$ cat config.mk
export PLATFORM = sky130hd
export DESIGN_NAME = fb_port_arbiter
export DESIGN_NICKNAME = d
export VERILOG_FILES = /design/src/rtl/fb_pkg.sv /design/src/rtl/fb_wr_fifo.sv /design/src/rtl/fb_port_arbiter.sv
export SDC_FILE = /design/constraint.sdc
export NUM_CORES = 1
export LEC_CHECK = 0
export CAP_MARGIN = 20
export CORE_MARGIN = 2
export CORE_UTILIZATION = 35
export CTS_CLUSTER_DIAMETER = 80
export CTS_CLUSTER_SIZE = 10
export DETAILED_ROUTE_END_ITERATION = 7
export MAX_ROUTING_LAYER = met4
export PLACE_DENSITY_LB_ADDON = 0.1
export SETUP_SLACK_MARGIN = 0.5
export SYNTH_ARGS = -nofsm -noshare
export SYNTH_HDL_FRONTEND = slang
export SYNTH_SLANG_ARGS = --single-unit
$ cat constraint.sdc
create_clock -name CLK -period 2.5 [get_ports CLK]
set_clock_uncertainty 0.05 [all_clocks]
set_input_delay 0.5 -clock CLK [delete_from_list [all_inputs] [get_ports CLK]]
set_output_delay 0.5 -clock CLK [all_outputs]
set_load 0.02 [all_outputs]
$ cat src/rtl/fb_pkg.sv
// Shared framebuffer definitions for the Game Boy capture / VGA path.
// Holds the framebuffer geometry, the pixel address/data types, the
// entry format carried by the write FIFO and the arbiter grant encoding.
package fb_pkg;

    localparam int FB_WIDTH  = 160;
    localparam int FB_HEIGHT = 144;
    localparam int FB_PIXELS = FB_WIDTH * FB_HEIGHT;
    localparam int ADDR_W    = 15;
    localparam int DATA_W    = 2;

    typedef logic [ADDR_W-1:0] pixAddr_t;
    typedef logic [DATA_W-1:0] pixData_t;

    // One queued capture pixel: where it goes and what shade it is.
    typedef struct packed {
        pixAddr_t addr;
        pixData_t data;
    } wrEntry_t;

    // Which client owns the RAM port in the current cycle.
    typedef enum logic [1:0] {
        GNT_IDLE  = 2'd0,
        GNT_WRITE = 2'd1,
        GNT_READ  = 2'd2
    } grant_e;

    // True when the pixel address falls inside the 160x144 frame.
    function automatic logic inRange(input pixAddr_t a);
        return a < pixAddr_t'(FB_PIXELS);
    endfunction

endpackage

$ cat src/rtl/fb_wr_fifo.sv
// Synchronous write FIFO for the capture path.
// Ports:
//   clk_i        system clock
//   rst_i        synchronous active-high reset, empties the FIFO
//   flush_i      drops every queued entry on the next edge
//   push_i       enqueue pushEntry_i (ignored when full or flushing)
//   pushEntry_i  {addr,data} of the pixel to queue
//   pop_i        dequeue the head entry (ignored when empty or flushing)
//   head_o       oldest queued entry
//   level_o      number of queued entries
//   full_o       level_o == DEPTH
//   empty_o      level_o == 0
// There is no bypass path: an entry pushed this cycle is visible at the
// head at the earliest on the next cycle.
module fb_wr_fifo
    import fb_pkg::*;
#(
    parameter int  DEPTH = 4,
    localparam int PTR_W = $clog2(DEPTH),
    localparam int LVL_W = PTR_W + 1
) (
    input  logic             clk_i,
    input  logic             rst_i,
    input  logic             flush_i,
    input  logic             push_i,
    input  wrEntry_t         pushEntry_i,
    input  logic             pop_i,
    output wrEntry_t         head_o,
    output logic [LVL_W-1:0] level_o,
    output logic             full_o,
    output logic             empty_o
);

    wrEntry_t         storage_q [DEPTH];
    logic [PTR_W-1:0] wrPtr_q, wrPtr_d;
    logic [PTR_W-1:0] rdPtr_q, rdPtr_d;
    logic [LVL_W-1:0] level_q, level_d;
    logic             doPush, doPop;

    assign full_o  = (level_q == LVL_W'(DEPTH));
    assign empty_o = (level_q == '0);
    assign head_o  = storage_q[rdPtr_q];
    assign level_o = level_q;
    assign doPush  = push_i & ~full_o & ~flush_i;
    assign doPop   = pop_i & ~empty_o & ~flush_i;

    // Pointer and level bookkeeping; DEPTH is a power of two so the
    // pointers simply wrap.
    always_comb begin
        wrPtr_d = wrPtr_q;
        rdPtr_d = rdPtr_q;
        level_d = level_q;
        if (flush_i) begin
            wrPtr_d = '0;
            rdPtr_d = '0;
            level_d = '0;
        end else begin
            if (doPush) begin
                wrPtr_d = wrPtr_q + PTR_W'(1);
            end
            if (doPop) begin
                rdPtr_d = rdPtr_q + PTR_W'(1);
            end
            level_d = level_q + LVL_W'(doPush) - LVL_W'(doPop);
        end
    end

    // State registers; the storage array itself needs no reset because
    // nothing reads it while the level is zero.
    always_ff @(posedge clk_i) begin
        if (rst_i) begin
            wrPtr_q <= '0;
            rdPtr_q <= '0;
            level_q <= '0;
        end else begin
            wrPtr_q <= wrPtr_d;
            rdPtr_q <= rdPtr_d;
            level_q <= level_d;
            if (doPush) begin
                storage_q[wrPtr_q] <= pushEntry_i;
            end
        end
    end

endmodule

$ cat src/rtl/fb_port_arbiter.sv
// Shares the single-port 160x144x2bpp framebuffer RAM between the capture
// writer (buffered through fb_wr_fifo) and the VGA line prefetcher.
// Ports:
//   CLK, RST            clock, synchronous active-high reset
//   FLUSH               drop all queued writes (frame abort)
//   WR_VALID/ADDR/DATA  capture pixel; accepted when WR_READY is high
//   WR_READY            FIFO can take a pixel this cycle
//   RD_REQ/RD_ADDR      prefetch request, held until RD_GNT
//   RD_GNT              read issued to the RAM this cycle
//   RD_VALID/RD_DATA    read result, one cycle after RD_GNT
//   MEM_EN/WE/ADDR/WDATA  RAM command port (all zero when idle)
//   MEM_RDATA           RAM read data, one cycle after a read command
//   FIFO_LEVEL          number of queued writes
//   ERR_OOR             sticky out-of-range address flag
// Reads normally win; a pending write forces its way in when the FIFO is
// nearly full or has been denied STARVE_MAX cycles in a row.
module fb_port_arbiter
    import fb_pkg::*;
#(
    parameter int  FIFO_DEPTH = 4,
    parameter int  STARVE_MAX = 8,
    localparam int LVL_W      = $clog2(FIFO_DEPTH) + 1,
    localparam int STARVE_W   = $clog2(STARVE_MAX + 1)
) (
    input  logic              CLK,
    input  logic              RST,
    input  logic              FLUSH,
    input  logic              WR_VALID,
    input  logic [ADDR_W-1:0] WR_ADDR,
    input  logic [DATA_W-1:0] WR_DATA,
    output logic              WR_READY,
    input  logic              RD_REQ,
    input  logic [ADDR_W-1:0] RD_ADDR,
    output logic              RD_GNT,
    output logic              RD_VALID,
    output logic [DATA_W-1:0] RD_DATA,
    output logic              MEM_EN,
    output logic              MEM_WE,
    output logic [ADDR_W-1:0] MEM_ADDR,
    output logic [DATA_W-1:0] MEM_WDATA,
    input  logic [DATA_W-1:0] MEM_RDATA,
    output logic [LVL_W-1:0]  FIFO_LEVEL,
    output logic              ERR_OOR
);

    wrEntry_t            pushEntry, head;
    logic [LVL_W-1:0]    level;
    logic                full, empty, push, popHead;
    logic                pend, urgent, oorHit;
    grant_e              grant;
    logic [STARVE_W-1:0] starveCnt_q, starveCnt_d;
    logic                rdValid_q, rdValid_d;
    logic                rdOor_q, rdOor_d;
    logic                errOor_q, errOor_d;

    assign WR_READY  = ~full & ~FLUSH & ~RST;
    assign push      = WR_VALID & WR_READY;
    assign pushEntry = '{addr: WR_ADDR, data: WR_DATA};
    assign popHead   = (grant == GNT_WRITE);

    fb_wr_fifo #(.DEPTH(FIFO_DEPTH)) u_wrFifo (
        .clk_i      (CLK),
        .rst_i      (RST),
        .flush_i    (FLUSH),
        .push_i     (push),
        .pushEntry_i(pushEntry),
        .pop_i      (popHead),
        .head_o     (head),
        .level_o    (level),
        .full_o     (full),
        .empty_o    (empty)
    );

    // Arbitration: a queued write only yields to a read while it is
    // neither urgent nor starved.
    always_comb begin
        grant  = GNT_IDLE;
        pend   = ~empty & ~FLUSH & ~RST;
        urgent = (level >= LVL_W'(FIFO_DEPTH - 1))
               | (starveCnt_q == STARVE_W'(STARVE_MAX));
        if (pend && (!RD_REQ || urgent)) begin
            grant = GNT_WRITE;
        end else if (RD_REQ && !RST) begin
            grant = GNT_READ;
        end
    end

    // RAM command: out-of-range accesses are consumed without touching
    // the RAM and only raise the error flag.
    always_comb begin
        MEM_EN    = 1'b0;
        MEM_WE    = 1'b0;
        MEM_ADDR  = '0;
        MEM_WDATA = '0;
        oorHit    = 1'b0;
        case (grant)
            GNT_WRITE: begin
                if (inRange(head.addr)) begin
                    MEM_EN    = 1'b1;
                    MEM_WE    = 1'b1;
                    MEM_ADDR  = head.addr;
                    MEM_WDATA = head.data;
                end else begin
                    oorHit = 1'b1;
                end
            end
            GNT_READ: begin
                if (inRange(RD_ADDR)) begin
                    MEM_EN   = 1'b1;
                    MEM_ADDR = RD_ADDR;
                end else begin
                    oorHit = 1'b1;
                end
            end
            default: ;
        endcase
    end

    // Next-state for the starve counter, read pipeline and error flag.
    always_comb begin
        starveCnt_d = starveCnt_q;
        if (!pend || grant == GNT_WRITE) begin
            starveCnt_d = '0;
        end else if (starveCnt_q != STARVE_W'(STARVE_MAX)) begin
            starveCnt_d = starveCnt_q + STARVE_W'(1);
        end
        rdValid_d = (grant == GNT_READ);
        rdOor_d   = (grant == GNT_READ) & ~inRange(RD_ADDR);
        errOor_d  = errOor_q | oorHit;
    end

    // State registers, all cleared by the synchronous reset.
    always_ff @(posedge CLK) begin
        if (RST) begin
            starveCnt_q <= '0;
            rdValid_q   <= 1'b0;
            rdOor_q     <= 1'b0;
            errOor_q    <= 1'b0;
        end else begin
            starveCnt_q <= starveCnt_d;
            rdValid_q   <= rdValid_d;
            rdOor_q     <= rdOor_d;
            errOor_q    <= errOor_d;
        end
    end

    // Outputs are masked by RST so a read in flight when reset arrives
    // never surfaces, and stale state is hidden during the reset cycle.
    assign RD_GNT     = (grant == GNT_READ);
    assign RD_VALID   = rdValid_q & ~RST;
    assign RD_DATA    = (RD_VALID && !rdOor_q) ? MEM_RDATA : '0;
    assign FIFO_LEVEL = RST ? '0 : level;
    assign ERR_OOR    = errOor_q & ~RST;

endmodule

Word-level counts from Yosys, hierarchy flattened
Memory sizes are Yosys's and may differ from the RTL's. A register that Yosys moved wholly into a read port is not among the register bits.
Index checks and enable logic that the tools add are counted.
{ "totals": {"elab_cells": 73, "n_memories": 1, "ram_bits": 68, "inputBits": 39, "latch_bits": 0, "reg_bits": 14, "output_inout_bits": 28, "mem_bits_ro": 0} }
{ "memory_table": {"columns": ["name", "depth", "width", "rd", "rd_ports_with_merged_regs", "wr", "line", "text"], "rows": [
  ["u_wrFifo.storage_q", 4, 17, 1, 1, 1, "fb_wr_fifo.sv:34", "wrEntry_t storage_q [DEPTH];"]
]} }
{ "classes": {"mux": 21, "eq_ne": 5, "shifts": 0, "addsub": 5, "magnitude_cmp": 3, "div_mod_pow": 0, "n_reduce_logical": 12, "bitwise_logic": 19, "multipliers": 0} }
{ "op_table": {"columns": ["op", "n"], "rows": [
  ["< comparator 15 bit (second input constant)", 2],
  ["two-way mux 15 bit", 2],
  ["case mux 15 bit (2 select lines)", 1],
  ["two-way mux 2 bit", 7],
  ["bitwise AND 1 bit", 12],
  ["two-way mux 1 bit", 8],
  ["NOT 1 bit", 5],
  ["adder 2 x 1 -> 2 bit (second input constant)", 2],
  ["adder 4 x 1 -> 4 bit (second input constant)", 1],
  ["== test 4 bit (second input constant)", 1],
  ["zero test 1 bit", 4],
  ["inequality test 4 bit (second input constant)", 1],
  ["case mux 1 bit (2 select lines)", 2],
  ["OR reduction 2 bit", 2],
  ["adder 3 x 1 -> 3 bit", 1],
  ["== test 3 bit (second input constant)", 1],
  ["greater-or-equal comparator 3 x 2 -> 1 bit (second input constant)", 1],
  ["logical AND 1 bit", 3],
  ["zero test 3 bit", 1],
  ["two-way mux 3 bit", 1],
  ["subtractor 3 x 1 -> 3 bit", 1],
  ["== test 2 x 1 -> 1 bit (second input constant)", 1],
  ["== test 2 bit (second input constant)", 1],
  ["logical OR 1 bit", 2],
  ["OR 1 bit", 2]
]} }

Longest topological paths before layout
Gate-level depths: netlist (run 1).
{ "depth": {"ltp_word": 11, "ltp_mapped": 12, "ltp_nobuf": 12} }

Cells and area by module
A second synthesis (run 1) with hierarchy kept.
{ "unflattened": {"cells_unflattened": 208, "hier_area_um2": 3574.7} }
{ "by_module_without_submodules": {"columns": ["module", "cells_each", "instances", "area_each_um2", "seq_area_each_um2"], "rows": [
  ["fb_wr_fifo", 139, 1, 2972.9, 2222.1],
  ["fb_port_arbiter", 69, 1, 601.8, 140.1]
]} }

Worst setup path after synthesis (run 1)
No wires, ideal clock.
{ "synth_timing": {"kind": "input to register", "start": "input port RST", "end": "register u_wrFifo.level_q[1], in the netlist u_wrFifo.level_o[1]", "stages": 8, "required_time_ns": 2.335, "arrival_time_ns": 2.370, "path_buffers": 2, "setup_time_ns": 0.115, "setup_slack_ns": -0.035, "cell_sequence": "or2_1 buf_2 a31oi_1 and2_1 buf_2 ha_1 fa_1 and2_1"} }
{ "synth_via": {"word_cells_on_any_way": 17, "cone_classes": "add/sub (2); eq/ne (1); mux (2); bitwise (8); reduce/logical (4)"} }
{ "synth_lines": {"columns": ["item", "line", "text"], "rows": [
  ["start: declaration", "fb_port_arbiter.sv:26", "input logic RST,"],
  ["NOT 1 bit", "fb_port_arbiter.sv:56", "assign WR_READY = ~full & ~FLUSH & ~RST;"],
  ["bitwise AND 1 bit", "fb_port_arbiter.sv:56", null],
  ["net WR_READY", "fb_port_arbiter.sv:31", "output logic WR_READY,"],
  ["bitwise AND 1 bit", "fb_port_arbiter.sv:57", "assign push = WR_VALID & WR_READY;"],
  ["bitwise AND 1 bit (2 in a row)", "fb_wr_fifo.sv:44", "assign doPush = push_i & ~full_o & ~flush_i;"],
  ["adder 3 x 1 -> 3 bit", "fb_wr_fifo.sv:64", "level_d = level_q + LVL_W'(doPush) - LVL_W'(doPop);"],
  ["subtractor 3 x 1 -> 3 bit", "fb_wr_fifo.sv:64", null],
  ["end signal: assignment", "fb_wr_fifo.sv:78", "level_q <= level_d;"],
  ["end: declaration", "fb_wr_fifo.sv:37", "logic [LVL_W-1:0] level_q, level_d;"]
]} }
The timed path passes the listed nets, and every way through them passes these cells.
A chain may end at the register's enable or synchronous reset.

==> results of run 1 <==
power by group through the flow:
| stage | Combinational, mW | Clock (mW) | Sequential, mW |
|---|---|---|---|
| after floorplan | 0.0920 | 0 | 1.56 |
| after global placement | 0.246 | 0 | 1.56 |
| after detailed placement | 0.249 | 0 | 1.56 |
| after CTS | 0.261 | 0.885 | 1.53 |
| after global routing | 0.283 | 0.938 | 1.53 |
| final | 0.265 | 0.860 | 1.53 |
per-stage QoR:
step,setup WS [ps],cells,utilization [%]
final,-370,497,56.4
after global routing,-462,497,56.4
after CTS,-394,487,54.9
after detailed placement,-652,460,51.0
after global placement,-625,460,51.0
after floorplan,142,214,-
metal layers:
| layer | vias to the layer above | global-route usage (%) | part of all wire (%) |
|---|---|---|---|
| met2 | 47 | 24.3 | 50 |
| met5 | - | - | 0 |
| met3 | 6 | 3.07 | 2.8 |
| met1 | 1155 | 19.0 | 46 |
| met4 | 0 | 5.79 | 0.93 |
| li1 | 1116 | - | - |
cell families (layout without fill, tap and decap cells):
logic type / after synthesis / after routing / synth area share [%]
XOR/XNOR: 6 / 6 / 1.49
AND/OR/NAND/NOR: 45 / 45 / 6.61
multiplexers: 17 / 17 / 11.2
buffers and inverters: 22 / 172 / 2.88
AO/OA/AOI/OAI: 30 / 30 / 6.93
adder cells (fa/ha/maj): 10 / 10 / 3.77
flip-flops: 84 / 84 / 67.1
placed cells by master, fill, tap and decap left out, drive strengths merged:
cell type      count
a31oi              3
nor2b              5
o31ai              2
nor2              17
nand2              4
mux4              17
fa                 1
xnor2              4
clkinv             2
dfxtp             16
o211ai             1
and2               5
and3b              2
ha                 9
clkbuf            15
nand3              4
clkdlybuf4s15      2
edfxtp            68
a211oi             1
o211a              1
clkdlybuf4s50     35
buf               96
inv               16
nand3b             1
dlygate4sd2        3
clkinvlp           3
or2                2
and3               5
o21ai              3
xor2               2
a22o              15
o21a               1
a21oi              3
registers in the layout (all words and copies together), names as in the netlist, named ones only:
register	cells
rdOor_q	1
u_wrFifo.storage_q	68
u_wrFifo.wrPtr_q	2
errOor_q	1
starveCnt_q	4
u_wrFifo.rdPtr_q	2
u_wrFifo.level_o	3
rdValid_q	1
final timing paths:
check	start	slack, ps	endpoint
worst max-delay path	register	-370	MEM_ADDR[12]
worst min-delay path	errOor_q	470	errOor_q
worst max register to register	starveCnt_q[1]	50	u_wrFifo.level_o[1]
worst min register to register	errOor_q	470	errOor_q
synth_stat cells, drive strengths merged (3+ instances only):
cell type | instances | area share (%)
a21oi | 3 | 0.75
o21ai | 3 | 0.43
a31oi | 3 | 0.53
inv | 14 | 1.5
ha | 9 | 3.2
edfxtp | 68 | 58
xnor2 | 4 | 1.0
and2 | 5 | 0.89
mux4 | 17 | 11
nor2b | 5 | 0.89
dfxtp | 16 | 9.1
and3 | 5 | 0.89
a22o | 15 | 3.7
nor2 | 17 | 1.8
nand2 | 4 | 0.50
nand3 | 4 | 0.57
buf | 6 | 1.2
final cells by class:
class,instances,area [sq um]
Fill cell,816,4270
Sequential cell,84,2370
Timing Repair Buffer,142,1420
Multi-Input combinational cell,108,1320
Tap cell,133,166
Clock buffer,9,124
Inverter,14,55.1
Clock inverter,7,48.8
worst max-delay path: cells and delay by family, from the launching register on:
family                 cells  cell delay (ps)
flip-flops                 1              400
buffers and inverters      4              490
AO/OA/AOI/OAI              3              410
AND/OR/NAND/NOR            1              110
multiplexers               1              560
what timing repair did:
item / 4_1_cts / 5_1_grt
setup buffers: 10 / 9
endpoints found under the setup margin: 99 / 30
gates cloned: 1 / 1
pin swaps: 10 / 15
resized for setup: 168 / 21
==> reports/metrics.csv, run 1 <==
stage,metric,value,unit
status,run status,"finished, violations left",
status,failing checks,setup timing,
cells_and_area,Syn-to-layout area delta,56.5,%
global_routing,Global Route Usage Sum,15.2,%
detailed_routing,Vias,2324,
power_and_ir_drop,Combinational Power Share,10.0,%
yosys,syn_area_per_cell,16.4,sq um
power_and_ir_drop,P_leak,2.08,nW
global_routing,pin count of the biggest net entering global routing,18,
floorplanning,number of cell rows,36,
floorplanning,Initial Utilization,36.0,%
global_routing,initial antenna violation count,0,
hold_path,class of the worst hold path,register to register,
detailed_routing,DR vias/cell,4.68,
worst_setup_path,Worst Setup End Kind,primary output,
cts,H-Tree Level Count,3,
floorplanning,# IOs,67,
cts,CTS max path bufs,2,
yosys,"EDFF count, synth",68,
cells_and_area,layout cells sized above 1,50.5,%
timing,RSZ-0062 raised after global routing,true,
power_and_ir_drop,Reg power frac,57.5,%
cts,clock sinks,84,
worst_setup_path,Critical Path AT,2320,ps
cells_and_area,ANT cells,0,
timing,Final Max Slew Viols,0,
worst_setup_path,CP Class,register to primary output,
floorplanning,Die ar.,0.0109,sq mm
global_routing,vias in the first global route,2377,
timing,fin crit period,2870,ps
yosys,sequential area share after synthesis,67.1,%
worst_setup_path,Crit path required time,1950,ps
timing,hold slack final,468,ps
global_routing,total gr overflow,0,
flow_run,max_cap viols,0,
cells_and_area,post-route cell area,0.00551,sq mm
worst_setup_path,CP startpoint kind,register,
yosys,Synth Net Count,263,
worst_setup_path,slowest library cell on the worst path,mux4_2,
power_and_ir_drop,maximum VDD drop,0.345,mV
cts,CTS Hold Bufs,0,
power_and_ir_drop,clock share of power,32.5,%
timing,Max Fclk,0.348,GHz
yosys,asr flop ratio synth,0,%
worst_setup_path,Worst Path Max Fanout,5,
power_and_ir_drop,NetSw,0.611,mW
place,half-perimeter wire length after placement,5200,microns
yosys,Syn Std Cell Area,0.00352,sq mm
detailed_routing,Routed Antenna Nets,0,
yosys,Yosys reg bits,84,
floorplanning,die width,104,microns
timing,Final WS setup,-370,ps
cells_and_area,final net count,408,
detailed_routing,Post-Route WL,7870,microns
cts,total CTS buffers,9,
timing,"Setup violations, final",19,
cts,CTS tree,built,
place,PortBufs,66,
detailed_routing,routed len/inst,15.8,microns
timing,Post-Route Setup TNS,-6260,ps
timing,Worst slew margin,80.5,%
detailed_routing,initial drt markers,64,
floorplanning,Die H,104,microns
power_and_ir_drop,Internal,2.04,mW
yosys,Mapped Cells,214,
detailed_routing,TritonRoute pass-1 iters,4,
hold_path,hold depth,2,
yosys,Yosys cell types,35,
timing,Worst-Margin Slew,291,ps
worst_setup_path,FF-to-FF path depth,14,
cts,register clock-pin slew on the reported worst setup and hold paths,90,ps
yosys,synth warn,0,
worst_setup_path,CP cell instances,"buf_12, mux4_2, o211ai_2, nand2_2, a21oi_4, buf_6, buf_12, a22o_1, buf_6",
yosys,Main synth FF type,edfxtp_1,
power_and_ir_drop,Design Power,2.65,mW
power_and_ir_drop,P per Cell Area,481,mW/mm^2
cts,clk root buf,clkbuf_8,
global_routing,global-route wire length before repair,12200,microns
floorplanning,Core Region,0.00977,sq mm
worst_setup_path,Critical Path Max Stage Delay,560,ps
place,Final GP Congestion,0.729,
cts,worst skew pair latency,350,ps
timing,fin crit share,115,%
timing,Final Hold Fails,0,
place,Placed Area,0.00498,sq mm
detailed_routing,# DRC,0,
power_and_ir_drop,Switching Share,23.0,%
No activity file was read; power rests on OpenSTA's default activity.
==> run 2: changes to the inputs <==
ABC_AREA = 1   (was default)
CORE_UTILIZATION = 45   (was 35)
SKIP_LAST_GASP = 1   (was default)
==> run 2 against run 1 <==
- global-route usage grew 6.7 points
- sequential share of layout area down 3.1 points
- critical path type unchanged
- final cell count rose by 27%
- non-clock buffer count increased by 11
- maximum frequency up 14%
- sequential power is essentially flat
- the run still ends with setup timing left
- core utilization up 16 points
- critical endpoint is now MEM_ADDR[10]
==> reports/metrics.csv, run 2 <==
stage,metric,value,unit
yosys,Main synth FF type,edfxtp_1,
hold_path,hold depth,2,
place,PortBufs,66,
detailed_routing,DR vias/cell,4.99,
flow_run,max_cap viols,0,
detailed_routing,routed len/inst,15.4,microns
cts,H-Tree Level Count,3,
cells_and_area,most frequent cells in the layout,"68 x edfxtp_1, 62 x buf_4, 42 x nand2_1",
cells_and_area,layout cells sized above 1,41.2,%
cells_and_area,largest register by flop count,u_wrFifo.storage_q,
cells_and_area,Fillers,555,
cts,CTS Hold Bufs,0,
worst_setup_path,Worst Setup End Kind,primary output,
timing,fin crit period,2530,ps
timing,Final Max Slew Viols,0,
worst_setup_path,Worst Path Max Fanout,8,
cells_and_area,"most common cell after layout, fill and taps aside",edfxtp_1,
detailed_routing,TritonRoute pass-1 iters,4,
timing,Worst-Margin Slew,247,ps
global_routing,total gr overflow,0,
place,Final GP Congestion,0.803,
timing,fin crit share,101,%
cts,clk root buf,clkbuf_8,
timing,"Setup violations, final",10,
yosys,share of the synthesized area in the top cell type,53.7,%
cells_and_area,ANT cells,0,
power_and_ir_drop,P per Cell Area,479,mW/mm^2
place,half-perimeter wire length after placement,5930,microns
global_routing,pin count of the biggest net entering global routing,21,
floorplanning,# IOs,67,
yosys,synth cell count leaders,"78 x nand2_1, 68 x edfxtp_1, 50 x nor2_1, 40 x inv_1, 28 x o21ai_0",
cts,CTS tree,built,
yosys,Mapped Cells,371,
detailed_routing,Vias,3138,
detailed_routing,Routed Antenna Nets,0,
yosys,syn_area_per_cell,10.2,sq um
timing,Max Fclk,0.396,GHz
global_routing,initial antenna violation count,0,
floorplanning,Initial Utilization,46.2,%
global_routing,global-route wire length before repair,14400,microns
worst_setup_path,Crit path required time,1950,ps
yosys,"count leader, synth",nand2_1,
power_and_ir_drop,maximum VDD drop,0.378,mV
yosys,leading area contributor after synthesis,edfxtp_1,
detailed_routing,# DRC,0,
timing,Worst slew margin,83.5,%
yosys,asr flop ratio synth,0,%
place,pre-CTS WS,-610,ps
cells_and_area,max reg flops,68,
yosys,Synth Net Count,420,
cts,total CTS buffers,9,
status,failing checks,setup timing,
global_routing,Global Route Usage Sum,21.8,%
cells_and_area,final net count,568,
cells_and_area,Syn-to-layout area delta,56.0,%
yosys,sequential area share after synthesis,62.2,%
yosys,Yosys cell types,35,
floorplanning,number of cell rows,33,
yosys,Synth area leaders,"edfxtp_1 54%, dfxtp_1 8.4%, nand2_1 7.7%, nor2_1 4.9%, inv_1 4.0%",
floorplanning,Die ar.,0.00919,sq mm
yosys,synth warn,0,
worst_setup_path,CP Class,register to primary output,
global_routing,vias in the first global route,2910,
cts,CTS max path bufs,2,
floorplanning,Core Region,0.00822,sq mm
hold_path,class of the worst hold path,register to register,
floorplanning,die width,95.9,microns
cts,clock sinks,84,
cts,register clock-pin slew on the reported worst setup and hold paths,90,ps
floorplanning,Die H,95.9,microns
yosys,Syn Std Cell Area,0.00380,sq mm
timing,Final Hold Fails,0,
worst_setup_path,FF-to-FF path depth,14,
timing,RSZ-0062 raised after global routing,true,
detailed_routing,initial drt markers,173,
cts,worst skew pair latency,350,ps
status,run status,"finished, violations left",
timing,hold slack final,464,ps
worst_setup_path,Critical Path AT,1980,ps
worst_setup_path,CP startpoint kind,register,
yosys,Yosys reg bits,84,
timing,Final WS setup,-26.0,ps
yosys,"EDFF count, synth",68,
detailed_routing,Post-Route WL,9720,microns
power_and_ir_drop,P_leak,2.44,nW
## run 2: cell types whose count changed after synthesis, sizes merged, moves of 11 or more
cell / change
nand4: +14
mux4: -17
nand3: +11
a22o: -15
o21ai: +25
o22ai: +11
inv: +27
nor2: +35
nand2: +78
## run 2: cells by family (layout without fill, tap and decap cells)
| kind of cell | count (synthesis) | count (layout) | synth area share (%) |
|---|---|---|---|
| AND/OR/NAND/NOR | 171 | 171 | 20.0 |
| flip-flops | 84 | 84 | 62.2 |
| buffers and inverters | 58 | 211 | 7.05 |
| AO/OA/AOI/OAI | 46 | 46 | 6.85 |
| adder cells (fa/ha/maj) | 10 | 10 | 3.49 |
| XOR/XNOR | 2 | 2 | 0.461 |
## run 2: final cells by class
| class | count | area, sq um | area share [%] |
|---|---|---|---|
| sequential | 84 | 2370 | 40.0 |
| timing repair buffer | 153 | 1560 | 26.3 |
| multi-input combinational | 229 | 1480 | 24.9 |
| inverter | 42 | 178 | 3.00 |
| tap | 105 | 131 | 2.22 |
| clock buffer | 9 | 124 | 2.09 |
| clock inverter | 7 | 87.6 | 1.48 |
## run 2: timing repair
| action | CTS | global route |
|---|---|---|
| setup buffers | 23 | 10 |
| cloned | 1 | 3 |
| resized for setup | 205 | 29 |
| setup endpoints to repair | 99 | 79 |
| pin swaps | 21 | 32 |
## run 2: layer usage
| metal | up-vias | wire (microns) | track usage [%] |
|---|---|---|---|
| li1 | 1551 | - | - |
| met1 | 1500 | 4050 | 26.7 |
| met2 | 77 | 4940 | 36.7 |
| met3 | 10 | 609 | 3.92 |
| met4 | 0 | 121 | 7.50 |
| met5 | - | 0 | - |
## run 2: where the power goes
part           leakage, nW  internal [mW]  switching (mW)  total (mW)
Clock                0.109          0.488           0.537        1.03
Sequential           0.747           1.52         0.00478        1.53
Combinational         1.59          0.157           0.134       0.290
## run 2: worst paths after layout
kind | from | to | slack (ps)
setup / recovery | u_wrFifo.level_o[2] | MEM_ADDR[10] | -30
hold / removal | u_wrFifo.wrPtr_q[0] | u_wrFifo.wrPtr_q[0] | 460
setup reg to reg | u_wrFifo.level_o[2] | u_wrFifo.level_o[1] | 70
hold reg to reg | u_wrFifo.wrPtr_q[0] | u_wrFifo.wrPtr_q[0] | 460
## run 2: critical path, stage by stage, from the launching register on
cell and delay (ps):
dfxtp_2 360, inv_2 50, ha_4 160, o21ai_4 120, nand3_2 110, nand2_4 140, nand2_4 70, nor2_4 180
buf_6 180, nand2_2 60, nand2_2 70, buf_6 110
## run 2: per-stage QoR
| step | power [mW] | setup TNS [ps] | utilization (%) | instances | cell area, sq um |
|---|---|---|---|---|---|
| 2_1_floorplan | 1.65 | 0 | - | 371 | 3920 |
| 3_3_place_gp | 1.79 | -11140 | 61.8 | 576 | 5080 |
| 3_5_place_dp | 1.80 | -11500 | 61.8 | 576 | 5080 |
| 4_1_cts | 2.84 | -249 | 69.2 | 616 | 5690 |
| 5_1_grt | 2.93 | -1470 | 72.2 | 629 | 5930 |
| 6_report | 2.84 | -117 | 72.2 | 629 | 5930 |
==> run 3: changes to the inputs <==
RECOVER_POWER = 25   (was default)
==> run 3 against run 2 <==
- the flow still finishes with violations (setup timing)
- maximum frequency stayed put
- wire length hardly changed
- final cell count stayed put
- worst hold slack hardly changed
- die area stayed put
- sequential power hardly changed
- register-to-register slack hardly changed
- sequential cell count stayed put
- critical path depth stayed put
- count of clock-buffer cells in the layout stayed put
- largest cell class unchanged
- highest routed layer unchanged
==> reports/metrics.csv, run 3 (same netlist as run 2, synthesis figures left out) <==
stage,metric,value,unit
status,run status,"finished, violations left",
status,failing checks,setup timing,
detailed_routing,DR vias/cell,4.98,
timing,RSZ-0062 raised after global routing,true,
floorplanning,Initial Utilization,46.2,%
place,pre-CTS WS,-610,ps
power_and_ir_drop,maximum VDD drop,0.378,mV
cells_and_area,Final Non-Filler Cells,629,
power_and_ir_drop,P_leak,2.44,nW
detailed_routing,initial drt markers,173,
cells_and_area,ANT cells,0,
cells_and_area,layout cells sized above 1,41.2,%
global_routing,Global Route Usage Sum,21.8,%
global_routing,initial antenna violation count,0,
global_routing,vias in the first global route,2910,
worst_setup_path,CP startpoint kind,register,
power_and_ir_drop,P per Cell Area,479,mW/mm^2
timing,Worst slew margin,83.5,%
cts,H-Tree Level Count,3,
cells_and_area,most frequent cells in the layout,"68 x edfxtp_1, 62 x buf_4, 42 x nand2_1",
detailed_routing,TritonRoute pass-1 iters,4,
worst_setup_path,Critical Path AT,1980,ps
timing,Worst-Margin Slew,247,ps
timing,Max Fclk,0.396,GHz
cts,clock sinks,84,
cells_and_area,largest register by flop count,u_wrFifo.storage_q,
timing,fin crit share,101,%
floorplanning,Core Region,0.00822,sq mm
floorplanning,# IOs,67,
place,half-perimeter wire length after placement,5930,microns
floorplanning,die width,95.9,microns
cells_and_area,Syn-to-layout area delta,56.0,%
detailed_routing,Vias,3134,
place,Inst Count DP,576,
detailed_routing,routed len/inst,15.5,microns
worst_setup_path,FF-to-FF path depth,14,
global_routing,pin count of the biggest net entering global routing,21,
cts,register clock-pin slew on the reported worst setup and hold paths,90,ps
timing,fin crit period,2530,ps
cts,CTS tree,built,
cts,worst skew pair latency,350,ps
floorplanning,Die H,95.9,microns
cells_and_area,final net count,568,
hold_path,class of the worst hold path,register to register,
hold_path,hold depth,2,
detailed_routing,Routed Antenna Nets,0,
worst_setup_path,Worst Path Max Fanout,8,
timing,Final Hold Fails,0,
worst_setup_path,Worst Setup End Kind,primary output,
cts,total CTS buffers,9,
cells_and_area,"most common cell after layout, fill and taps aside",edfxtp_1,
timing,Final WS setup,-26.0,ps
place,PortBufs,66,
cts,clk root buf,clkbuf_8,
flow_run,max_cap viols,0,
global_routing,total gr overflow,0,
cts,CTS max path bufs,2,
cts,CTS Hold Bufs,0,
global_routing,global-route wire length before repair,14400,microns
cells_and_area,max reg flops,68,
floorplanning,Die ar.,0.00919,sq mm
worst_setup_path,Crit path required time,1950,ps
detailed_routing,# DRC,0,
place,Final GP Congestion,0.803,
timing,"Setup violations, final",10,
timing,Final Max Slew Viols,0,
worst_setup_path,CP Class,register to primary output,
timing,Post-Route Setup TNS,-115,ps
floorplanning,number of cell rows,33,
detailed_routing,Post-Route WL,9720,microns
-- run 3: layout make-up --
class | instances | area [sq um]
Fill cell | 555 | 2290
Tap cell | 105 | 131
Multi-Input combinational cell | 229 | 1480
Sequential cell | 84 | 2370
Inverter | 42 | 178
Timing Repair Buffer | 153 | 1560
Clock buffer | 9 | 124
Clock inverter | 7 | 87.6
-- run 3: path summary, 6_finish.rpt --
| path | start | end | slack (ps) |
|---|---|---|---|
| setup / recovery | u_wrFifo.level_o[2] | MEM_ADDR[10] | -30 |
| hold / removal | u_wrFifo.wrPtr_q[0] | u_wrFifo.wrPtr_q[0] | 460 |
| setup reg to reg | u_wrFifo.level_o[2] | u_wrFifo.level_o[1] | 70 |
| hold reg to reg | u_wrFifo.wrPtr_q[0] | u_wrFifo.wrPtr_q[0] | 460 |
-- run 3: layer usage --
metal	global-route usage, %	vias to the layer above	wire length (microns)
met5	-	-	0
met4	7.50	0	121
met3	3.92	10	609
met2	36.7	77	4940
met1	26.7	1496	4050
li1	-	1551	-
-- run 3: timing repair --
action / 4_1_cts / 5_1_grt
buffers inserted: 23 / 10
cloned: 1 / 3
gates resized for setup: 205 / 29
setup endpoints to repair: 99 / 79
pin swaps: 21 / 32
-- run 3: critical path, cell delays in order (launching register included) --
cell	delay, ps
dfxtp_2	360
inv_2	50
ha_4	160
o21ai_4	120
nand3_2	110
nand2_4	140
nand2_4	70
nor2_4	180
buf_6	180
nand2_2	60
nand2_2	70
buf_6	110
-- run 3: per-stage QoR --
step                cell area [sq um]  hold WS (ps)  utilization (%)  power, mW
finish                           5930           464             72.2       2.84
global route                     5930           514             72.2       2.93
CTS                              5690           471             69.2       2.84
detailed placement               5080           457             61.8       1.80
global placement                 5080           444             61.8       1.79
floorplan                        3920           429                -       1.65
-- run 3: power breakdown --
part | internal, mW | switching, mW
clock | 0.488 | 0.537
sequential | 1.52 | 0.00478
combinational | 0.153 | 0.134
total | 2.16 | 0.676
